$ cat src/rtl/note_match_pkg.sv
// Shared types and constants for the per-note timing matcher.
package note_match_pkg;

   typedef enum logic [1:0] {
      ST_FETCH = 2'd0,
      ST_ARMED = 2'd1,
      ST_DONE  = 2'd2
   } chan_state_e;

   localparam int DEF_TIME_W = 16;
   localparam int DEF_WINDOW = 2;

   // Metadata value that marks end of song; truncated to TIME_W where used.
   localparam logic [63:0] END_OF_SONG = '1;

endpackage

$ cat src/rtl/note_match_array_if.sv
// Bus between the note matcher, the detection front end, the metadata store and scoring.
interface note_match_array_if
   import note_match_pkg::*;
#(
   parameter int NUM_NOTES = 37,
   parameter int TIME_W    = DEF_TIME_W
);
   logic [TIME_W-1:0]               song_time;
   logic [NUM_NOTES-1:0]            NDATA;
   logic [NUM_NOTES*TIME_W-1:0]     metadata_link;
   logic [NUM_NOTES-1:0]            metadata_valid;
   logic [NUM_NOTES-1:0]            metadata_request;
   logic [NUM_NOTES-1:0]            match_trigger;
   logic [NUM_NOTES*(TIME_W+1)-1:0] match_time;
   logic [NUM_NOTES-1:0]            miss_trigger;

   modport master (
      output song_time, NDATA, metadata_link, metadata_valid,
      input  metadata_request, match_trigger, match_time, miss_trigger
   );

   modport slave (
      input  song_time, NDATA, metadata_link, metadata_valid,
      output metadata_request, match_trigger, match_time, miss_trigger
   );
endinterface

$ cat src/rtl/note_match_channel.sv
// One note channel: metadata fetch FSM, onset detector and window comparator.
// Miss detection is present only when NOTE_MATCH_MISS_EN is defined.
//
//   state    | meaning
//   ---------+----------------------------------------------
//   ST_FETCH | requesting next expected hit time
//   ST_ARMED | holding expected time, grading onsets
//   ST_DONE  | end-of-song marker received, channel idle
module note_match_channel
   import note_match_pkg::*;
#(
   parameter int TIME_W = DEF_TIME_W,
   parameter int WINDOW = DEF_WINDOW
) (
   input  logic              clk,
   input  logic              reset,
   input  logic [TIME_W-1:0] song_time,
   input  logic              ndata,
   input  logic [TIME_W-1:0] meta_time,
   input  logic              meta_valid,
   output logic              meta_request,
   output logic              match_trigger,
   output logic [TIME_W:0]   match_time,
   output logic              miss_trigger
);

   localparam logic [TIME_W-1:0]   EOS = END_OF_SONG[TIME_W-1:0];
   localparam logic signed [TIME_W:0] WIN = (TIME_W+1)'(WINDOW);

   chan_state_e       state_q, state_d;
   logic [TIME_W-1:0] expected_q, expected_d;
   logic              ndata_prev_q, ndata_prev_d;
   logic              match_trigger_q, match_trigger_d;
   logic [TIME_W:0]   match_time_q, match_time_d;
   logic signed [TIME_W:0] delta;
   logic              onset;
   logic              in_window;

   // Zero-extended subtract keeps the full unsigned range representable as signed.
   assign delta     = $signed({1'b0, song_time} - {1'b0, expected_q});
   assign in_window = (delta >= -WIN) && (delta <= WIN);
   assign onset     = ndata && !ndata_prev_q;
   assign ndata_prev_d = ndata;

`ifdef NOTE_MATCH_MISS_EN
   logic miss_trigger_q, miss_trigger_d;
   logic late;
   assign late = (delta > WIN);
`endif

   always_comb begin
      state_d         = state_q;
      expected_d      = expected_q;
      match_trigger_d = 1'b0;
      match_time_d    = match_time_q;
`ifdef NOTE_MATCH_MISS_EN
      miss_trigger_d  = 1'b0;
`endif
      case (state_q)
         ST_FETCH: begin
            if (meta_valid) begin
               if (meta_time == EOS) begin
                  state_d = ST_DONE;
               end else begin
                  expected_d = meta_time;
                  state_d    = ST_ARMED;
               end
            end
         end
         ST_ARMED: begin
            if (onset && in_window) begin
               match_trigger_d = 1'b1;
               match_time_d    = delta;
               state_d         = ST_FETCH;
            end
`ifdef NOTE_MATCH_MISS_EN
            else if (late) begin
               miss_trigger_d = 1'b1;
               state_d        = ST_FETCH;
            end
`endif
         end
         ST_DONE:  state_d = ST_DONE;
         default:  state_d = ST_FETCH;
      endcase
   end

   always_ff @(posedge clk or posedge reset) begin
      if (reset) begin
         state_q         <= ST_FETCH;
         expected_q      <= '0;
         ndata_prev_q    <= 1'b0;
         match_trigger_q <= 1'b0;
         match_time_q    <= '0;
`ifdef NOTE_MATCH_MISS_EN
         miss_trigger_q  <= 1'b0;
`endif
      end else begin
         state_q         <= state_d;
         expected_q      <= expected_d;
         ndata_prev_q    <= ndata_prev_d;
         match_trigger_q <= match_trigger_d;
         match_time_q    <= match_time_d;
`ifdef NOTE_MATCH_MISS_EN
         miss_trigger_q  <= miss_trigger_d;
`endif
      end
   end

   assign meta_request  = (state_q == ST_FETCH);
   assign match_trigger = match_trigger_q;
   assign match_time    = match_time_q;
`ifdef NOTE_MATCH_MISS_EN
   assign miss_trigger  = miss_trigger_q;
`else
   assign miss_trigger  = 1'b0;
`endif

endmodule

$ cat src/rtl/note_match_array.sv
// Per-note timing matcher: NUM_NOTES independent channels sliced out of the shared bus.
// Optional miss detection is enabled by defining NOTE_MATCH_MISS_EN.
module note_match_array
   import note_match_pkg::*;
#(
   parameter int NUM_NOTES = 37,
   parameter int TIME_W    = DEF_TIME_W,
   parameter int WINDOW    = DEF_WINDOW
) (
   input  logic              clk,
   input  logic              reset,
   note_match_array_if.slave bus
);

   logic [NUM_NOTES-1:0]            req;
   logic [NUM_NOTES-1:0]            hit;
   logic [NUM_NOTES-1:0]            miss;
   logic [NUM_NOTES*(TIME_W+1)-1:0] mtime;

   for (genvar i = 0; i < NUM_NOTES; i++) begin : g_ch
      note_match_channel #(
         .TIME_W (TIME_W),
         .WINDOW (WINDOW)
      ) u_ch (
         .clk           (clk),
         .reset         (reset),
         .song_time     (bus.song_time),
         .ndata         (bus.NDATA[i]),
         .meta_time     (bus.metadata_link[i*TIME_W +: TIME_W]),
         .meta_valid    (bus.metadata_valid[i]),
         .meta_request  (req[i]),
         .match_trigger (hit[i]),
         .match_time    (mtime[i*(TIME_W+1) +: TIME_W+1]),
         .miss_trigger  (miss[i])
      );
   end

   assign bus.metadata_request = req;
   assign bus.match_trigger    = hit;
   assign bus.match_time       = mtime;
   assign bus.miss_trigger     = miss;

endmodule

$ cat src/flat_wrapper.sv
// flat-port wrapper written by rule: the top's interface ports become plain ports
module note_match_array_flat import note_match_pkg::*;
#(
   parameter int NUM_NOTES = 37,
   parameter int TIME_W    = DEF_TIME_W,
   parameter int WINDOW    = DEF_WINDOW
)
  (clk, reset, bus_song_time, bus_NDATA, bus_metadata_link, bus_metadata_valid, bus_metadata_request, bus_match_trigger, bus_match_time, bus_miss_trigger);
  note_match_array_if #(.NUM_NOTES(NUM_NOTES), .TIME_W(TIME_W)) bus_i ();
  input  logic clk;
  input  logic reset;
  input wire logic [$bits(bus_i.song_time)-1:0] bus_song_time;
  input wire logic [$bits(bus_i.NDATA)-1:0] bus_NDATA;
  input wire logic [$bits(bus_i.metadata_link)-1:0] bus_metadata_link;
  input wire logic [$bits(bus_i.metadata_valid)-1:0] bus_metadata_valid;
  output wire logic [$bits(bus_i.metadata_request)-1:0] bus_metadata_request;
  output wire logic [$bits(bus_i.match_trigger)-1:0] bus_match_trigger;
  output wire logic [$bits(bus_i.match_time)-1:0] bus_match_time;
  output wire logic [$bits(bus_i.miss_trigger)-1:0] bus_miss_trigger;
  assign bus_i.song_time = bus_song_time;
  assign bus_i.NDATA = bus_NDATA;
  assign bus_i.metadata_link = bus_metadata_link;
  assign bus_i.metadata_valid = bus_metadata_valid;
  assign bus_metadata_request = bus_i.metadata_request;
  assign bus_match_trigger = bus_i.match_trigger;
  assign bus_match_time = bus_i.match_time;
  assign bus_miss_trigger = bus_i.miss_trigger;
  note_match_array #(.NUM_NOTES(NUM_NOTES), .TIME_W(TIME_W), .WINDOW(WINDOW)) u_core (.clk(clk), .reset(reset), .bus(bus_i));
endmodule
$ cat config.mk
export PLATFORM = sky130hd
export DESIGN_NAME = note_match_array_flat
export DESIGN_NICKNAME = d
export VERILOG_FILES = /design/src/rtl/note_match_pkg.sv /design/src/rtl/note_match_array_if.sv /design/src/rtl/note_match_channel.sv /design/src/rtl/note_match_array.sv /design/src/flat_wrapper.sv
export SDC_FILE = /design/constraint.sdc
export NUM_CORES = 2
export LEC_CHECK = 0
export BUFFER_PORTS_ARGS = -buffer_cell sky130_fd_sc_hd__buf_4
export CAP_MARGIN = 30
export CORE_AREA = 2 2 551 553
export CTS_BUF_LIST = sky130_fd_sc_hd__clkbuf_4
export CTS_CLUSTER_SIZE = 30
export DETAILED_ROUTE_END_ITERATION = 10
export DIE_AREA = 0 0 553 555
export GPL_ROUTABILITY_DRIVEN = 0
export HOLD_SLACK_MARGIN = 0.06
export MAX_ROUTING_LAYER = met4
export PLACE_DENSITY = 0.58
export SYNTH_ARGS = -nofsm -noshare
export SYNTH_HDL_FRONTEND = slang
export SYNTH_SLANG_ARGS = --single-unit
$ cat constraint.sdc
create_clock -name clk -period 110.6 [get_ports clk]
set_clock_uncertainty 0.05 [all_clocks]
set_input_delay 5.53 -clock clk [delete_from_list [all_inputs] [get_ports clk]]
set_output_delay 5.53 -clock clk [all_outputs]
set_load 0.005 [all_outputs]
==> summary.txt <==
Status - finished, final reports clean
Ys Warns - 0
WL final - 332000 um
Maximum VDD drop - 9.78 uV
Critical path startpoint category - input pin
Max_slew headroom - 29.0%
Remaining DRCs - 0
Filler instances - 31142
Chip width - 553 um
Clock sinks - 1369
Distinct cells, synth - 112
Area grow syn2layout - 22.9%
Ratio of cells with drive above 1 in the final layout - 22.4%
CTS clock-pin slew for the worst setup and hold paths - 0.08 ns
Core Rows - 202
Ys flop type - dfrtp_1
First-pass GRT wire length - 489000 um
Sequential element share of the synthesized area - 38.9%
Worst slew pin tran - 1.05 ns
Post-synth EDFFs - 0
FFs w/ async S/R, synth - 100%
Fin crit period - 9.71 ns
Htree depth - 5
CTS resizes - 0
Drt wl/cell - 21.2 um
Netlist Area Pre-Place - 88100 um2
Commonest non-fill, non-tap cell in the layout - buf_4
Gr ovfl total - 0
Fmax - 0.103 GHz
Hold Buf Count CTS - 0
HP Class - reg -> reg
Mapped Cells - 9755
Setup Total Neg Slack - 0 ns
Worst setup EP type - flip-flop
Worst Path Required - 111.73 ns
WP data arrival - 10.84 ns
Detailed Routing Iterations Pass 1 - 8
GRT Total Usage - 21.3%
Setup CP Type - in -> reg
Max-slew violation count - 0
CORE AREA - 301000 um2
CTS tree - yes
Final setup viols - 0
Maximum buffer depth of the clock tree - 4
Pleak - 53.2 nW
RSZ-0062 raised after global routing - no
Number of placed cells counting well taps - 14906
# nets final - 12632
Vias in the first global route - 76887
Initial antenna violation count - 80
Pwr per Cell Area - 16.7 nW/um2
Design Area, Final - 108000 um2
Placement Cell Area - 103000 um2
Later-pin clock latency in the skew report - 1.31 ns
Post-layout util - 35.9%
Cts bufs inserted - 387
Post-DP HPWL - 261000 um
Die Y - 555 um
Largest net degree at the start of global routing - 166
Yosys reg bits - 1369
Final cell count without fillers - 15659
Full die area - 307000 um2
Final period util - 8.78%
Commonest non-fill, non-tap cells in the layout - buf_4 (1493), dfrtp_1 (1369), nand2_1 (1001), o21ai_0 (879), inv_1 (810)
Via count - 80228
Root buffer cell - clkbuf_4
Avg Synthesized Cell Area - 9.03 um2
Final hold violations - 0
IO buf count - 1386
Ports - 1424
Initial drt markers - 5510
Remaining antenna violation count after routing - 0
DR vias/cell - 5.12
Total of max-cap violations - 0
Starting Density - 29.2%
Post-CTS setup buffer count - 0
Crit path max fanout - 17
## cell usage after synthesis, types with 83 or more instances
| cell type | instances | area share [%] |
|---|---|---|
| clkbuf_1 | 245 | 1.0 |
| xor2_1 | 149 | 1.5 |
| or3_1 | 83 | 0.59 |
| nand3_1 | 143 | 0.81 |
| a21oi_1 | 407 | 2.3 |
| nor2_1 | 627 | 2.7 |
| mux2_2 | 281 | 3.6 |
| ha_1 | 592 | 8.4 |
| o21a_1 | 197 | 1.7 |
| o21ai_0 | 879 | 5.0 |
| inv_1 | 813 | 3.5 |
| nor2b_1 | 120 | 0.85 |
| dfrtp_1 | 1369 | 39 |
| nor3_1 | 194 | 1.1 |
| a211oi_1 | 89 | 0.76 |
| xnor2_1 | 195 | 1.9 |
| nand4_1 | 273 | 1.9 |
| a21o_1 | 332 | 2.8 |
| nand2b_1 | 140 | 0.99 |
| nand2_1 | 1001 | 4.3 |
| nor4_1 | 156 | 1.1 |
| buf_4 | 117 | 1.0 |
## per-stage QoR
step / setup WS, ns / hold slack, ns / total power, mW
after global placement: 99.58 / 0.381 / 1.31
final: 100.89 / 0.351 / 1.81
after global routing: 100.87 / 0.343 / 1.94
after floorplan: 66.42 / 0.368 / 1.13
after CTS: 101.19 / 0.345 / 1.82
after detailed placement: 99.64 / 0.386 / 1.32
## layer usage
metal | vias to the layer above | global-route usage [%] | wire, um
met1 | 38389 | 26.8 | 144000
met5 | - | - | 0
li1 | 38602 | - | -
met2 | 2666 | 33.0 | 149000
met3 | 571 | 5.36 | 26300
met4 | 0 | 7.82 | 13100
## layout make-up
cell class / count / area, um2 / share of cell area (%)
flip-flops and latches: 1369 / 34300 / 31.7
inverters: 813 / 3060 / 2.83
clock buffers: 569 / 4270 / 3.95
repair buffers: 1525 / 11700 / 10.8
clock inverters: 111 / 657 / 0.607
diodes: 71 / 178 / 0.164
multi-input cells: 7223 / 49100 / 45.4
well taps: 3978 / 4980 / 4.60
## cell families (layout without fill, tap and decap cells)
family	after synthesis	after routing	synth area share [%]
buf+inv	1199	3018	5.67
simple gates	3213	3213	18.6
flops	1369	1369	38.9
other cells	1	108	0.00426
compound gates	2630	2630	19.5
fa+ha+maj	629	629	9.25
mux	369	369	4.64
xor+xnor	345	345	3.44
## sequential cells by signal, summed over array words and instances, names as in the netlist
name                            flops
u_core.g_ch.u_ch.state_q           74
u_core.g_ch.u_ch.match_time       629
u_core.g_ch.u_ch.expected_q       592
u_core.g_ch.u_ch.ndata_prev_q      37
u_core.g_ch.u_ch.match_trigger     37
## report_power, final
| part | leakage [nW] | switching (mW) | internal [mW] |
|---|---|---|---|
| logic | 33.4 | 0.461 | 0.292 |
| registers | 16.9 | 0.0172 | 0.552 |
| clock network | 2.91 | 0.242 | 0.244 |
## critical path: stages
cell and delay [ns]:
buf_4 0.12, inv_4 0.22, buf_4 0.61, ha_1 0.29, inv_1 0.06, fa_1 0.42
a211oi_1 0.34, o21ai_0 0.16, a221oi_1 0.52, xnor2_1 0.23, nand2_1 0.08, nor4b_1 0.29
and4_1 0.26, or4b_1 0.48, a21oi_2 0.75, mux2_2 0.42
## path summary, 6_finish.rpt
check,start,to,depth (start not counted),slack (ns)
worst max register to register,u_core.g_ch[20].u_ch.expected_q[0]$_DFFE_PP0P_,u_core.g_ch[20].u_ch.match_time[9]$_DFFE_PP0P_,13,105.88
worst min register to register,u_core.g_ch[10].u_ch.state_q[0]$_DFFE_PP0P_,u_core.g_ch[10].u_ch.state_q[1]$_DFFE_PP0P_,1,0.35
worst max-delay path,bus_song_time[0],u_core.g_ch[0].u_ch.match_time[5]$_DFFE_PP0P_,16,100.89
worst min-delay path,u_core.g_ch[10].u_ch.state_q[0]$_DFFE_PP0P_,u_core.g_ch[10].u_ch.state_q[1]$_DFFE_PP0P_,1,0.35
min in group asynchronous,reset,u_core.g_ch[4].u_ch.match_time[16]$_DFFE_PP0P_,2,4.30
max in group asynchronous,reset,u_core.g_ch[1].u_ch.expected_q[15]$_DFFE_PP0P_,7,101.94
Note: power is estimated with default switching activity, not from simulation.
